### config.mk
export PLATFORM = sky130hd
export DESIGN_NAME = sha2_opu_dpath
export DESIGN_NICKNAME = d
export VERILOG_FILES = /design/src/rtl/sha2_pkg.sv /design/src/rtl/sha2_opu_dpath.sv
export SDC_FILE = /design/constraint.sdc
export NUM_CORES = 1
export LEC_CHECK = 0
export BUFFER_PORTS_ARGS = -buffer_cell sky130_fd_sc_hd__buf_2
export CAP_MARGIN = 20
export CORE_UTILIZATION = 28
export CTS_CLUSTER_SIZE = 14
export DETAILED_ROUTE_END_ITERATION = 10
export GPL_ROUTABILITY_DRIVEN = 0
export MAX_ROUTING_LAYER = met4
export SLEW_MARGIN = 20
export SYNTH_ARGS = -nofsm -noshare
export SYNTH_HDL_FRONTEND = slang
export SYNTH_SLANG_ARGS = --single-unit
### constraint.sdc
create_clock -name clk -period 15.6 [get_ports clk]
set_clock_uncertainty 0.05 [all_clocks]
set_input_delay 0 -clock clk [delete_from_list [all_inputs] [get_ports clk]]
set_output_delay 0 -clock clk [all_outputs]
set_load 0.03 [all_outputs]
### src/rtl/sha2_pkg.sv
// -----------------------------------------------------------------------------
// sha2_pkg
// Constants shared by the SHA-2 packet datapaths. The input (IPU) side and the
// output (OPU) side use the same packet geometry.
//   PKT_W  packet width in bits
//   N_PKT  packets per block
//   IDX_W  packet index width, clog2(N_PKT)
//   BLK_W  block width, PKT_W * N_PKT
// -----------------------------------------------------------------------------
package sha2_pkg;

    localparam int PKT_W = 64;
    localparam int N_PKT = 8;
    localparam int IDX_W = 3;
    localparam int BLK_W = PKT_W * N_PKT;

    // Serializer states.
    typedef enum logic {
        OPU_IDLE = 1'b0,
        OPU_SEND = 1'b1
    } opu_state_e;

endpackage : sha2_pkg

### src/rtl/sha2_opu_dpath.sv
// -----------------------------------------------------------------------------
// sha2_opu_dpath
// Block-to-packet serializer. It takes one 512-bit block in a single load
// handshake and emits it as N_PKT packets of PKT_W bits each. The most
// significant word goes first, and each packet carries its index for the block
// assembler on the receiving side.
//
// Ports
//   clk       in   clock, rising edge
//   rst       in   asynchronous reset, active-high
//   clr       in   synchronous clear, active-high (drops any block in flight)
//   blk       in   block to serialize; word 0 = blk[BLK_W-1 -: PKT_W]
//   ld        in   load request, accepted when ld & ld_rdy
//   ld_rdy    out  serializer can accept a block
//   pkt       out  current packet
//   pkt_vld   out  pkt / idx / pkt_last valid
//   pkt_rdy   in   sink accepts packet; transfer = pkt_vld & pkt_rdy
//   idx       out  index of current packet
//   pkt_last  out  current packet is the final word of the block
//   done      out  one-cycle pulse after the final packet transfers
// -----------------------------------------------------------------------------
module sha2_opu_dpath
    import sha2_pkg::*;
(
    input  logic             clk,
    input  logic             rst,
    input  logic             clr,
    input  logic [BLK_W-1:0] blk,
    input  logic             ld,
    output logic             ld_rdy,
    output logic [PKT_W-1:0] pkt,
    output logic             pkt_vld,
    input  logic             pkt_rdy,
    output logic [IDX_W-1:0] idx,
    output logic             pkt_last,
    output logic             done
);

    localparam logic [IDX_W-1:0] IDX_LAST = IDX_W'(N_PKT - 1);
    localparam logic [IDX_W-1:0] IDX_ONE  = IDX_W'(1);

    opu_state_e       state_r;
    opu_state_e       state_nxt_s;
    logic [BLK_W-1:0] sreg_r;
    logic [BLK_W-1:0] sreg_nxt_s;
    logic [IDX_W-1:0] idx_r;
    logic [IDX_W-1:0] idx_nxt_s;
    logic             done_r;
    logic             done_nxt_s;
    // ld_rdy stays low during reset and rises on the first clock after release.
    logic             rdy_en_r;
    logic             last_s;

    assign last_s = (state_r == OPU_SEND) && (idx_r == IDX_LAST);

    // Next-state decode: clear first, then load in IDLE or shift in SEND.
    always_comb begin
        state_nxt_s = state_r;
        sreg_nxt_s  = sreg_r;
        idx_nxt_s   = idx_r;
        done_nxt_s  = 1'b0;
        if (clr) begin
            // Also suppresses done when clr lands on the final transfer.
            state_nxt_s = OPU_IDLE;
            sreg_nxt_s  = {BLK_W{1'b0}};
            idx_nxt_s   = {IDX_W{1'b0}};
        end else begin
            case (state_r)
                OPU_IDLE: begin
                    if (ld && rdy_en_r) begin
                        state_nxt_s = OPU_SEND;
                        sreg_nxt_s  = blk;
                        idx_nxt_s   = {IDX_W{1'b0}};
                    end else begin
                        state_nxt_s = OPU_IDLE;
                    end
                end
                OPU_SEND: begin
                    if (pkt_rdy) begin
                        // Zero fill, so pkt reads 0 once the block has drained.
                        sreg_nxt_s = {sreg_r[BLK_W-PKT_W-1:0], {PKT_W{1'b0}}};
                        if (last_s) begin
                            state_nxt_s = OPU_IDLE;
                            idx_nxt_s   = {IDX_W{1'b0}};
                            done_nxt_s  = 1'b1;
                        end else begin
                            idx_nxt_s = idx_r + IDX_ONE;
                        end
                    end else begin
                        state_nxt_s = OPU_SEND;
                    end
                end
                default: begin
                    state_nxt_s = OPU_IDLE;
                    sreg_nxt_s  = {BLK_W{1'b0}};
                    idx_nxt_s   = {IDX_W{1'b0}};
                end
            endcase
        end
    end

    // State, shift register, index and done registers with async reset.
    always_ff @(posedge clk or posedge rst) begin
        if (rst) begin
            state_r  <= OPU_IDLE;
            sreg_r   <= {BLK_W{1'b0}};
            idx_r    <= {IDX_W{1'b0}};
            done_r   <= 1'b0;
            rdy_en_r <= 1'b0;
        end else begin
            state_r  <= state_nxt_s;
            sreg_r   <= sreg_nxt_s;
            idx_r    <= idx_nxt_s;
            done_r   <= done_nxt_s;
            rdy_en_r <= 1'b1;
        end
    end

    // Outputs come straight from registered state, so none depend on ld.
    assign ld_rdy   = rdy_en_r && (state_r == OPU_IDLE);
    assign pkt_vld  = (state_r == OPU_SEND);
    assign pkt      = sreg_r[BLK_W-1 -: PKT_W];
    assign idx      = idx_r;
    assign pkt_last = last_s;
    assign done     = done_r;

endmodule : sha2_opu_dpath

* After elaboration in Yosys (flattened, before gate mapping)
Index checks and enable logic that the tools add are counted.
** Word-level totals
- Register bits after elaboration :: 518
- Output and inout port bits :: 71
- Logic and storage cells :: 32
** Cells by class
- Add/subtract/negate cells :: 1
- Equal/unequal tests :: 3
- Muxes and demuxes :: 18
- Bitwise logic cells :: 1
- Reduce and logical (&&, ||, !) cells :: 4
** Operators with widths (count)
- two-way mux 512 bit :: 3
- one-hot mux 512 bit (2 select lines) :: 1
- two-way mux 3 bit :: 4
- two-way mux 1 bit :: 8
- inequality test 3 bit, second input constant :: 2
- one-hot mux 3 bit (2 select lines) :: 1
- adder 3 x 1 -> 3 bit, second input constant :: 1
- == test 3 bit, second input constant :: 1
- logical AND 1 bit :: 3
- one-hot mux 1 bit (2 select lines) :: 1
- AND reduction 2 bit :: 1
- inverter 1 bit :: 1

* Logic depth before layout (Yosys ltp)
Gate-level depths: netlist (run 1).
- Word-level depth :: 6
- Depth in mapped cells :: 7
- Gate-level depth less buffers :: 5

* Worst setup path before layout (run 1)
No wires, ideal clock.
- Path kind :: register to register
- Start :: reg state_r (netlist: pkt_vld)
- End :: reg sreg_r[168]
- Arrival time :: 1.634 ns
- Required time :: 15.425 ns
- Path slack :: 13.792 ns
- Stages on the path, launching flop included :: 7
- Buffers on the path :: 3
- Clock period less this slack :: 1.808 ns
- Path through :: dfrtp_1 -> buf_4 -> buf_2 -> buf_2 -> mux2i_1 -> nor2_1 -> mux2_2
** On the way
- Cells in the longest elaborated chain, start to end :: 3
- Elaborated cells between the ends (all ways) :: 6
- Those cells by class :: eq/ne: 2; mux: 2; bitwise: 1; reduce/logical: 1
** Ends and longest elaborated chain
- start, declared :: RTL line sha2_opu_dpath.sv:42 : opu_state_e state_r;
- start signal, assigned :: RTL line sha2_opu_dpath.sv:111 : state_r <= state_nxt_s;
- inverter 1 bit
- one-hot mux 512 bit (2 select lines) / inequality test 3 bit (equally long branches)
- two-way mux 512 bit / AND reduction 2 bit (equally long branches)
- end signal, assigned :: RTL line sha2_opu_dpath.sv:106 : sreg_r <= {BLK_W{1'b0}};
- end signal, assigned :: RTL line sha2_opu_dpath.sv:112 : sreg_r <= sreg_nxt_s;
- end, declared :: RTL line sha2_opu_dpath.sv:44 : logic [BLK_W-1:0] sreg_r;
Several ways; a longest one is shown, not always the timed one.
A chain may end at the register's enable or synchronous reset.

* Final worst setup path (run 1)
- Start :: reg state_r (netlist: pkt_vld)
- End :: reg sreg_r[468]
Same word-level chain as after synthesis.

==> results of run 1 <==
[cell families (layout without fill, tap and decap cells)]
family / Yosys count / count (layout) / share of synthesized area, %
muxes: 899 / 899 / 39.4
DFF: 518 / 518 / 46.4
and+or+nand+nor: 457 / 457 / 6.25
buffers and inverters: 231 / 1245 / 5.66
AOI/OAI and AO/OA: 69 / 69 / 2.13
adders and majority gates: 2 / 2 / 0.0896
other: 1 / 38 / 0.0134
[state kept, by name, indices dropped and copies added, names as in the netlist]
name and cells:
idx 3, pkt_vld 1, done 1, rdy_en_r 1, sreg_r 512
[layout by cell type (no fill, tap or decap), types with 4 or more instances in the layout]
cell type      count
inv_6              5
buf_2            586
dlygate4sd3_1    514
clkinv_2           8
dfrtp_1          517
clkbuf_8          14
nor2_1           448
clkinvlp_4         4
mux2_2            61
mux2_4           388
diode_2           37
mux2i_1          450
clkbuf_16         67
clkbuf_1          13
buf_4             21
a22o_1            64
[worst max-delay path, delay by kind of cell (launching register included)]
family / cells / cell delay (ns)
buf+inv: 4 / 3.42
flops: 1 / 1.04
mux: 2 / 0.58
simple gates: 1 / 0.08
[how the worst min path moves through the flow]
stage	slack, ns	cells after the start	end
floorplan	0.06	1	pkt_vld$_DFF_PP0_
CTS	0.01	3	sreg_r[451]$_DFFE_PP0P_
global placement	0.16	2	sreg_r[459]$_DFFE_PP0P_
finish	-0.01	3	sreg_r[455]$_DFFE_PP0P_
detailed placement	0.17	2	sreg_r[459]$_DFFE_PP0P_
global route	0.03	3	sreg_r[456]$_DFFE_PP0P_
[cell type report]
class	count	area [um^2]	share of cell area (%)
Multi-Input combinational cell	1428	13400	34.7
Sequential cell	518	13000	33.6
Timing Repair Buffer	1126	8320	21.6
Clock buffer	94	1920	4.97
Tap cell	1287	1610	4.18
Clock inverter	22	236	0.613
Antenna cell	37	92.6	0.240
Inverter	3	18.8	0.0487
[power by group through the flow]
| stage | Clock [W] | Combinational, W | Sequential, W |
|---|---|---|---|
| global route | 0.00164 | 0.000821 | 0.00160 |
| detailed placement | 0 | 0.000651 | 0.00160 |
| finish | 0.00154 | 0.000765 | 0.00159 |
| CTS | 0.00159 | 0.000764 | 0.00158 |
| global placement | 0 | 0.000643 | 0.00160 |
| floorplan | 0 | 0.000534 | 0.00156 |
[through the flow]
step | cells | total power (W)
after global routing | 4514 | 0.00406
after floorplan | 2177 | 0.00209
after detailed placement | 3848 | 0.00226
after global placement | 3848 | 0.00225
after CTS | 4478 | 0.00393
final | 4515 | 0.00389
[timing repair]
item / 4_1_cts / 5_1_grt
hold endpoints to repair: 620 / 0
gates resized for setup: 0 / 0
endpoints found under the setup margin: 0 / 0
hold buffers: 514 / 0
[layer usage]
metal	routed length, um	part of all wire [%]	global-route usage (%)	up-vias
li1	-	-	-	9498
met1	39000	46	22.0	9915
met2	39800	47	26.4	540
met3	3040	3.6	2.35	198
met4	3270	3.8	7.95	0
met5	0	0	-	-
==> impl_metrics.csv, run 1 <==
group,metric,value,unit
routing,antenna_left,0,
cts,cts_setup_buffers,0,
yosys,seq_area_frac_synth,46.4,%
setup_path,critical_path_class,"reg2reg",
yosys,synth_top_area_cell,"dfrtp_1",
cts,cts_root_buffer,"clkbuf_16",
yosys,ys.flop_type,"dfrtp_1",
routing,drt_iter0_drc,1288,
pwr,ir_drop,0.0599,mV
timing,period_share,34.7,%
yosys,synth.top_cell.area_share,46.4,%
setup_path,critPathMostFrequentCell,"buf_4",
cts,cts_sinks,518,
yosys,postSynthAreaPerCell,12.8,um^2
pwr,seqPwrFrac,40.8,%
die,die_y,318,um
global_routing,antenna_found_initial,37,
cts,cts_tree,"built",
routing,drc,0,
setup_path,r2r-end,"sreg_r[468]$_DFFE_PP0P_",
yosys,synth_seq_cells,518,
timing,fmax,0.185,GHz
setup_path,worstPathCellList,"buf_4 > buf_4 > buf_4 > buf_4 > mux2i_1 > nor2_1 > mux2_4",
cts,cts_made_buffers,66,
setup_path,cpMaxStageDelayCell,"dfrtp_4",
timing,rsz0062_at_grt,"no",
timing,period_minus_slack,5.42,ns
setup_path,endpoint,"sreg_r[468]$_DFFE_PP0P_",
die,io_pins,588,
global_routing,grt.overflow.total,0,
timing,hold_ws,-0.0102,ns
min_path,hold_path.class,"in2async",
pwr,power.leakage,18.8,nW
pwr,switching_share,27.4,%
yosys,synthArstFlopShare,100,%
yosys,synth_commonest_cells,"dfrtp_1 (518), mux2i_1 (450), nor2_1 (448)",
cts,clk_pin_slew,0.06,ns
timing,maxSlewViolCount,0,
setup_path,crit_fanout,59,
timing,tightest_slew,1.10,ns
cts,h-tree-depth,3,
routing,dr.pass1.iters,4,
routing,routed_via_density,4.46,
setup_path,end_kind,"flip-flop",
setup_path,r2r_slack,10.18,ns
finish,drive_above_1_share,36.7,%
finish,fill_cells,9276,
die,core-area,0.0986,mm^2
yosys,synth_area,0.0279,mm^2
pwr,switching_power,0.00107,W
flow_run,maxCapViolCount,0,
routing,wl_per_cell,18.9,um
placement,post_dp_cell_area,0.0312,mm^2
timing,finalHoldViolCount,7,
yosys,ys_warn_count,0,
die,rows,115,
timing,relSlewSlack,26.8,%
placement,place_ws,10.21,ns
yosys,synth_area_leaders,"dfrtp_1 (46%), mux2_4 (21%), mux2i_1 (16%), nor2_1 (6.0%), mux2_2 (2.5%)",
yosys,synthCells,2177,
timing,finalSetupViolCount,0,
setup_path,critPathMaxStageDelay,1.04,ns
setup_path,cp-startpoint,"pkt_vld$_DFF_PP0_",
timing,setup_tns,0,ns
die,die-area,0.101,mm^2
finish,final_nets,3662,
pwr,p_comb_share,19.7,%
routing,vias,20200,
placement,port_buffers,587,
setup_path,r2r_cells,7,
routing,drt_wl_total,85.1,mm
setup_path,worstPathRequired,16.04,ns
yosys,synth_most_common_cell,"dfrtp_1",
finish,syn_to_final_growth,38.1,%
timing,worst_slack,10.18,ns
setup_path,cp-start-kind,"flip-flop",
yosys,ys_types,25,
yosys,synth_edf_count,0,
cts,clk_path_buf_depth,3,
finish,postLayoutCoreUtil,39.1,%
finish,fin_area,0.0386,mm^2
pwr,p_int,0.00282,W
die,start_util,28.3,%
setup_path,worstReg2RegStart,"pkt_vld$_DFF_PP0_",
pwr,p_clk_share,39.5,%
placement,place_hpwl,55.5,mm
pwr,p_per_area,101,mW/mm^2
cts,clkLatencyLatePin,0.61,ns
global_routing,grt_max_degree,144,
yosys,synth_fp_nets,2696,
global_routing,grt_use_total,17.0,%
die,dieWidth,318,um
run_status,violations,"negative hold slack",
run_status,status,"complete, but fails checks",
setup_path,cp.arrival,5.86,ns
global_routing,grt_pass1_vias,21700,
global_routing,grt_pass1_wl,131,mm
(Power assumes the default switching activity.)
==> run 2: changes to the inputs <==
==> constraint.sdc (replaced) <==
create_clock -name clk -period 5.35 [get_ports clk]
set_clock_uncertainty 0.05 [all_clocks]
set_input_delay 0 -clock clk [delete_from_list [all_inputs] [get_ports clk]]
set_output_delay 0 -clock clk [all_outputs]
set_load 0.03 [all_outputs]
==> impl_metrics.csv, run 2 (synthesized netlist as in run 1, its figures left out) <==
group,metric,value,unit
run_status,status,"complete, no violations",
finish,final_cell_mix,"buf_2 (586), dfrtp_1 (517), dlygate4sd3_1 (512)",
routing,wl_per_cell,18.7,um
finish,final_nets,3664,
cts,cts_root_buffer,"clkbuf_16",
global_routing,antenna_found_initial,46,
setup_path,crit_family,"buffers and inverters",
cts,h-tree-depth,3,
placement,place_ws,1.99,ns
global_routing,grt_pass1_wl,130,mm
die,core-area,0.0986,mm^2
routing,dr.pass1.iters,5,
setup_path,worstPathCellList,"buf_12 > buf_4 > mux2i_1 > nor2_1 > mux2_4",
setup_path,end_kind,"flip-flop",
routing,routed_via_density,4.42,
timing,finalHoldViolCount,0,
global_routing,grt_max_degree,195,
pwr,p_per_area,297,mW/mm^2
setup_path,critPathMaxStageDelay,1.01,ns
finish,largest_register,"sreg_r",
timing,period_share,63.1,%
pwr,ir_drop,0.190,mV
global_routing,grt.overflow.total,0,
setup_path,cp.arrival,3.82,ns
routing,drc,0,
cts,clk_path_buf_depth,3,
timing,tightest_slew,1.16,ns
die,die-area,0.101,mm^2
die,start_util,28.3,%
die,die_y,318,um
cts,clk_pin_slew,0.06,ns
flow_run,maxCapViolCount,0,
setup_path,cpMaxStageDelayCell,"dfrtp_4",
cts,clkLatencyLatePin,0.62,ns
pwr,power.leakage,18.9,nW
timing,finalSetupViolCount,0,
setup_path,cp-start-kind,"flip-flop",
setup_path,r2r_slack,1.98,ns
routing,drt_wl_total,84.7,mm
timing,maxSlewViolCount,0,
placement,place_hpwl,55.6,mm
finish,syn_to_final_growth,38.9,%
timing,worst_slack,1.98,ns
global_routing,grt_pass1_vias,21800,
timing,period_minus_slack,3.37,ns
cts,cts_tree,"built",
finish,drive_above_1_share,36.8,%
timing,fmax,0.296,GHz
cts,post_cts_resized,0,
setup_path,crit_fanout,137,
finish,postLayoutCoreUtil,39.4,%
routing,vias,20000,
routing,drt_iter0_drc,1285,
finish,final_common_cell,"buf_2",
setup_path,worstPathRequired,5.80,ns
setup_path,critical_path_class,"reg2reg",
setup_path,critPathBufInv,2,
timing,relSlewSlack,22.4,%
die,io_pins,588,
die,rows,115,
min_path,hold_path.class,"in2reg",
global_routing,grt_use_total,16.9,%
die,dieWidth,318,um
cts,cts_made_buffers,67,
placement,port_buffers,587,
cts,cts_sinks,518,
routing,antenna_left,0,
timing,rsz0062_at_grt,"no",
finish,largest_register_ffs,512,
[run 2: cell count changes in the layout (fill, tap and decap cells not counted), sizes merged]
| cell | change |
|---|---|
| buf | +3 |
| bufinv | +3 |
| clkbuf | -1 |
| clkinv | +3 |
| clkinvlp | -1 |
| diode | +9 |
| dlygate4sd3 | -2 |
| inv | -3 |
[run 2: final cells by class]
type | instances | area [um^2]
inverters | 3 | 15.0
well taps | 1287 | 1610
multi-input cells | 1428 | 13400
repair buffers | 1127 | 8410
diodes | 46 | 115
clock inverters | 24 | 335
flip-flops and latches | 518 | 13000
fillers | 9252 | 59800
clock buffers | 93 | 1950
[run 2: tightest hold or removal path: stages]
cell and delay (ns):
buf_2 0.10, mux2i_1 0.12, nor2_1 0.15, mux2_4 0.28
[run 2: path summary, 6_finish.rpt]
path / depth (start not counted) / endpoint / start
worst min-delay path: 4 / sreg_r[249]$_DFFE_PP0P_ / blk[249]
worst max-delay path: 5 / sreg_r[470]$_DFFE_PP0P_ / pkt_vld$_DFF_PP0_
worst max register to register: 5 / sreg_r[470]$_DFFE_PP0P_ / pkt_vld$_DFF_PP0_
worst min register to register: 1 / sreg_r[509]$_DFFE_PP0P_ / sreg_r[509]$_DFFE_PP0P_
min in group asynchronous: 3 / sreg_r[449]$_DFFE_PP0P_ / rst
max in group asynchronous: 4 / sreg_r[0]$_DFFE_PP0P_ / rst
[run 2: layer usage]
layer	vias up	routed length [um]	global-route usage (%)
li1	9491	-	-
met1	9800	38600	21.7
met2	500	40200	26.4
met3	195	2710	2.54
met4	0	3250	7.63
met5	-	0	-
[run 2: through the flow]
| step | instances | hold slack, ns | setup TNS [ns] | total power [W] | area, um^2 |
|---|---|---|---|---|---|
| 2_1_floorplan | 2177 | 0.0611 | -899.38 | 0.00610 | 27900 |
| 3_3_place_gp | 3851 | 0.166 | 0 | 0.00655 | 31300 |
| 3_5_place_dp | 3851 | 0.170 | 0 | 0.00658 | 31300 |
| 4_1_cts | 4480 | 0.00592 | 0 | 0.0117 | 38700 |
| 5_1_grt | 4525 | 0.0376 | 0 | 0.0120 | 38800 |
| 6_report | 4526 | 0.0408 | 0 | 0.0115 | 38800 |
[run 2: what timing repair did]
action                                  in CTS  in global routing
setup buffers                                0                  0
hold endpoints to repair                   536                  0
hold buffers                               512                  0
endpoints found under the setup margin       0                  0
[run 2: report_power, final]
group	total (W)	internal, W	leakage, nW	switching, W
logic	0.00224	0.00126	11.0	0.000974
registers	0.00461	0.00432	6.79	0.000298
clock network	0.00468	0.00285	1.12	0.00183
==> run 3: changes to the inputs <==
==> constraint.sdc (replaced) <==
create_clock -name clk -period 2.94 [get_ports clk]
set_clock_uncertainty 0.05 [all_clocks]
set_input_delay 0 -clock clk [delete_from_list [all_inputs] [get_ports clk]]
set_output_delay 0 -clock clk [all_outputs]
set_load 0.03 [all_outputs]
==> impl_metrics.csv, run 3 (synthesized netlist as in run 1, its figures left out) <==
group,metric,value,unit
finish,largest_register,"sreg_r",
timing,relSlewSlack,30.4,%
cts,cts_tree,"built",
cts,cts_root_buffer,"clkbuf_16",
die,rows,115,
cts,post_cts_resized,0,
run_status,status,"complete, no violations",
timing,rsz0062_at_grt,"no",
global_routing,grt_max_degree,188,
timing,finalSetupViolCount,0,
pwr,power.leakage,19.1,nW
timing,period_minus_slack,2.41,ns
die,core-area,0.0986,mm^2
setup_path,cpMaxStageDelayCell,"dfrtp_4",
pwr,p_per_area,512,mW/mm^2
die,start_util,28.3,%
global_routing,grt-busiest-layer,"met2",
routing,drt_iter0_drc,963,
setup_path,crit_fanout,24,
timing,worst_slack,0.534,ns
global_routing,use_met1,22.4,%
setup_path,crit_family,"buffers and inverters",
timing,maxSlewViolCount,0,
global_routing,grt_pass1_wl,135,mm
setup_path,critPathBufInv,2,
global_routing,use_met3,2.41,%
setup_path,critPathMaxStageDelay,0.68,ns
timing,period_share,81.8,%
die,die_y,318,um
die,die-area,0.101,mm^2
routing,drc,0,
cts,clk_pin_slew,0.06,ns
placement,post_dp_cell_area,0.0317,mm^2
setup_path,worstPathCellList,"buf_4 > mux2i_1 > nor2_1 > dlygate4sd3_1 > mux2_4",
finish,syn_to_final_growth,40.0,%
cts,h-tree-depth,2,
flow_run,maxCapViolCount,0,
timing,setup_tns,0,ns
timing,fmax,0.416,GHz
global_routing,grt.overflow.total,0,
cts,clkLatencyLatePin,0.67,ns
setup_path,cp.arrival,2.91,ns
timing,finalHoldViolCount,0,
cts,cts_made_buffers,61,
die,dieWidth,318,um
finish,fin_area,0.0391,mm^2
finish,final_nets,3715,
routing,dr.pass1.iters,5,
routing,antenna_left,0,
cts,cts_sinks,518,
finish,final_common_cell,"buf_2",
pwr,ir_drop,0.457,mV
placement,place_ws,0.657,ns
timing,tightest_slew,1.04,ns
setup_path,cp-start-kind,"flip-flop",
global_routing,antenna_found_initial,29,
global_routing,grt_use_met2,27.5,%
finish,largest_register_ffs,512,
finish,postLayoutCoreUtil,39.7,%
routing,drt_wl_total,87.8,mm
global_routing,grt_use_total,17.6,%
finish,final_cell_mix,"buf_2 (586), dlygate4sd3_1 (541), dfrtp_1 (517)",
global_routing,grt_pass1_vias,22100,
placement,place_hpwl,58.0,mm
setup_path,worstPathRequired,3.45,ns
routing,wl_per_cell,19.3,um
setup_path,critical_path_class,"reg2reg",
routing,routed_via_density,4.47,
finish,drive_above_1_share,36.8,%
pwr,totalPowerFinal,0.0200,W
min_path,hold_path.class,"in2reg",
placement,port_buffers,587,
die,io_pins,588,
routing,vias,20400,
cts,clk_path_buf_depth,3,
setup_path,end_kind,"flip-flop",
run 3: what timing repair did:
item,4_1_cts,5_1_grt
hold buffers,540,1
buffers inserted,0,0
hold endpoints to repair,816,1
run 3: report_power, final:
part	total, W	internal (W)	switching (W)
Clock	0.00741	0.00423	0.00318
Sequential	0.00840	0.00786	0.000548
Combinational	0.00419	0.00236	0.00182
run 3: per-layer routing:
metal  part of all wire [%]  up-vias
li1                       -     9588
met1                     45     9985
met2                     47      559
met3                    3.3      251
met4                    4.7        0
met5                      0        -
run 3: final cells by class:
cell class / instances / area, um^2
diodes: 30 / 75.1
clock buffers: 87 / 1760
clock inverters: 19 / 155
fillers: 9111 / 59500
inverters: 3 / 15.0
multi-input cells: 1428 / 13400
flip-flops and latches: 518 / 13000
well taps: 1287 / 1610
repair buffers: 1184 / 9110
run 3: worst reg2reg max path: cells and delay by family, from the launching register on:
kind | cells | cell delay, ns
DFF | 1 | 0.68
muxes | 2 | 0.54
and+or+nand+nor | 1 | 0.05
buffers and inverters | 2 | 1.01
run 3: worst paths after layout:
kind	start	end	slack, ns	depth (start not counted)
worst max-delay path	pkt_vld$_DFF_PP0_	sreg_r[120]$_DFFE_PP0P_	0.53	5
worst min-delay path	blk[17]	sreg_r[17]$_DFFE_PP0P_	0.04	3
worst max register to register	pkt_vld$_DFF_PP0_	sreg_r[120]$_DFFE_PP0P_	0.53	5
worst min register to register	sreg_r[48]$_DFFE_PP0P_	sreg_r[48]$_DFFE_PP0P_	0.46	1
max in group asynchronous	rst	sreg_r[98]$_DFFE_PP0P_	1.32	5
min in group asynchronous	rst	sreg_r[204]$_DFFE_PP0P_	0.52	4
run 3: metrics by stage:
step / cells / hold WS [ns]
5_1_grt: 4555 / 0.0290
2_1_floorplan: 2177 / 0.0611
6_report: 4556 / 0.0444
3_3_place_gp: 3879 / 0.0411
4_1_cts: 4525 / 0.00159
3_5_place_dp: 3879 / 0.0329
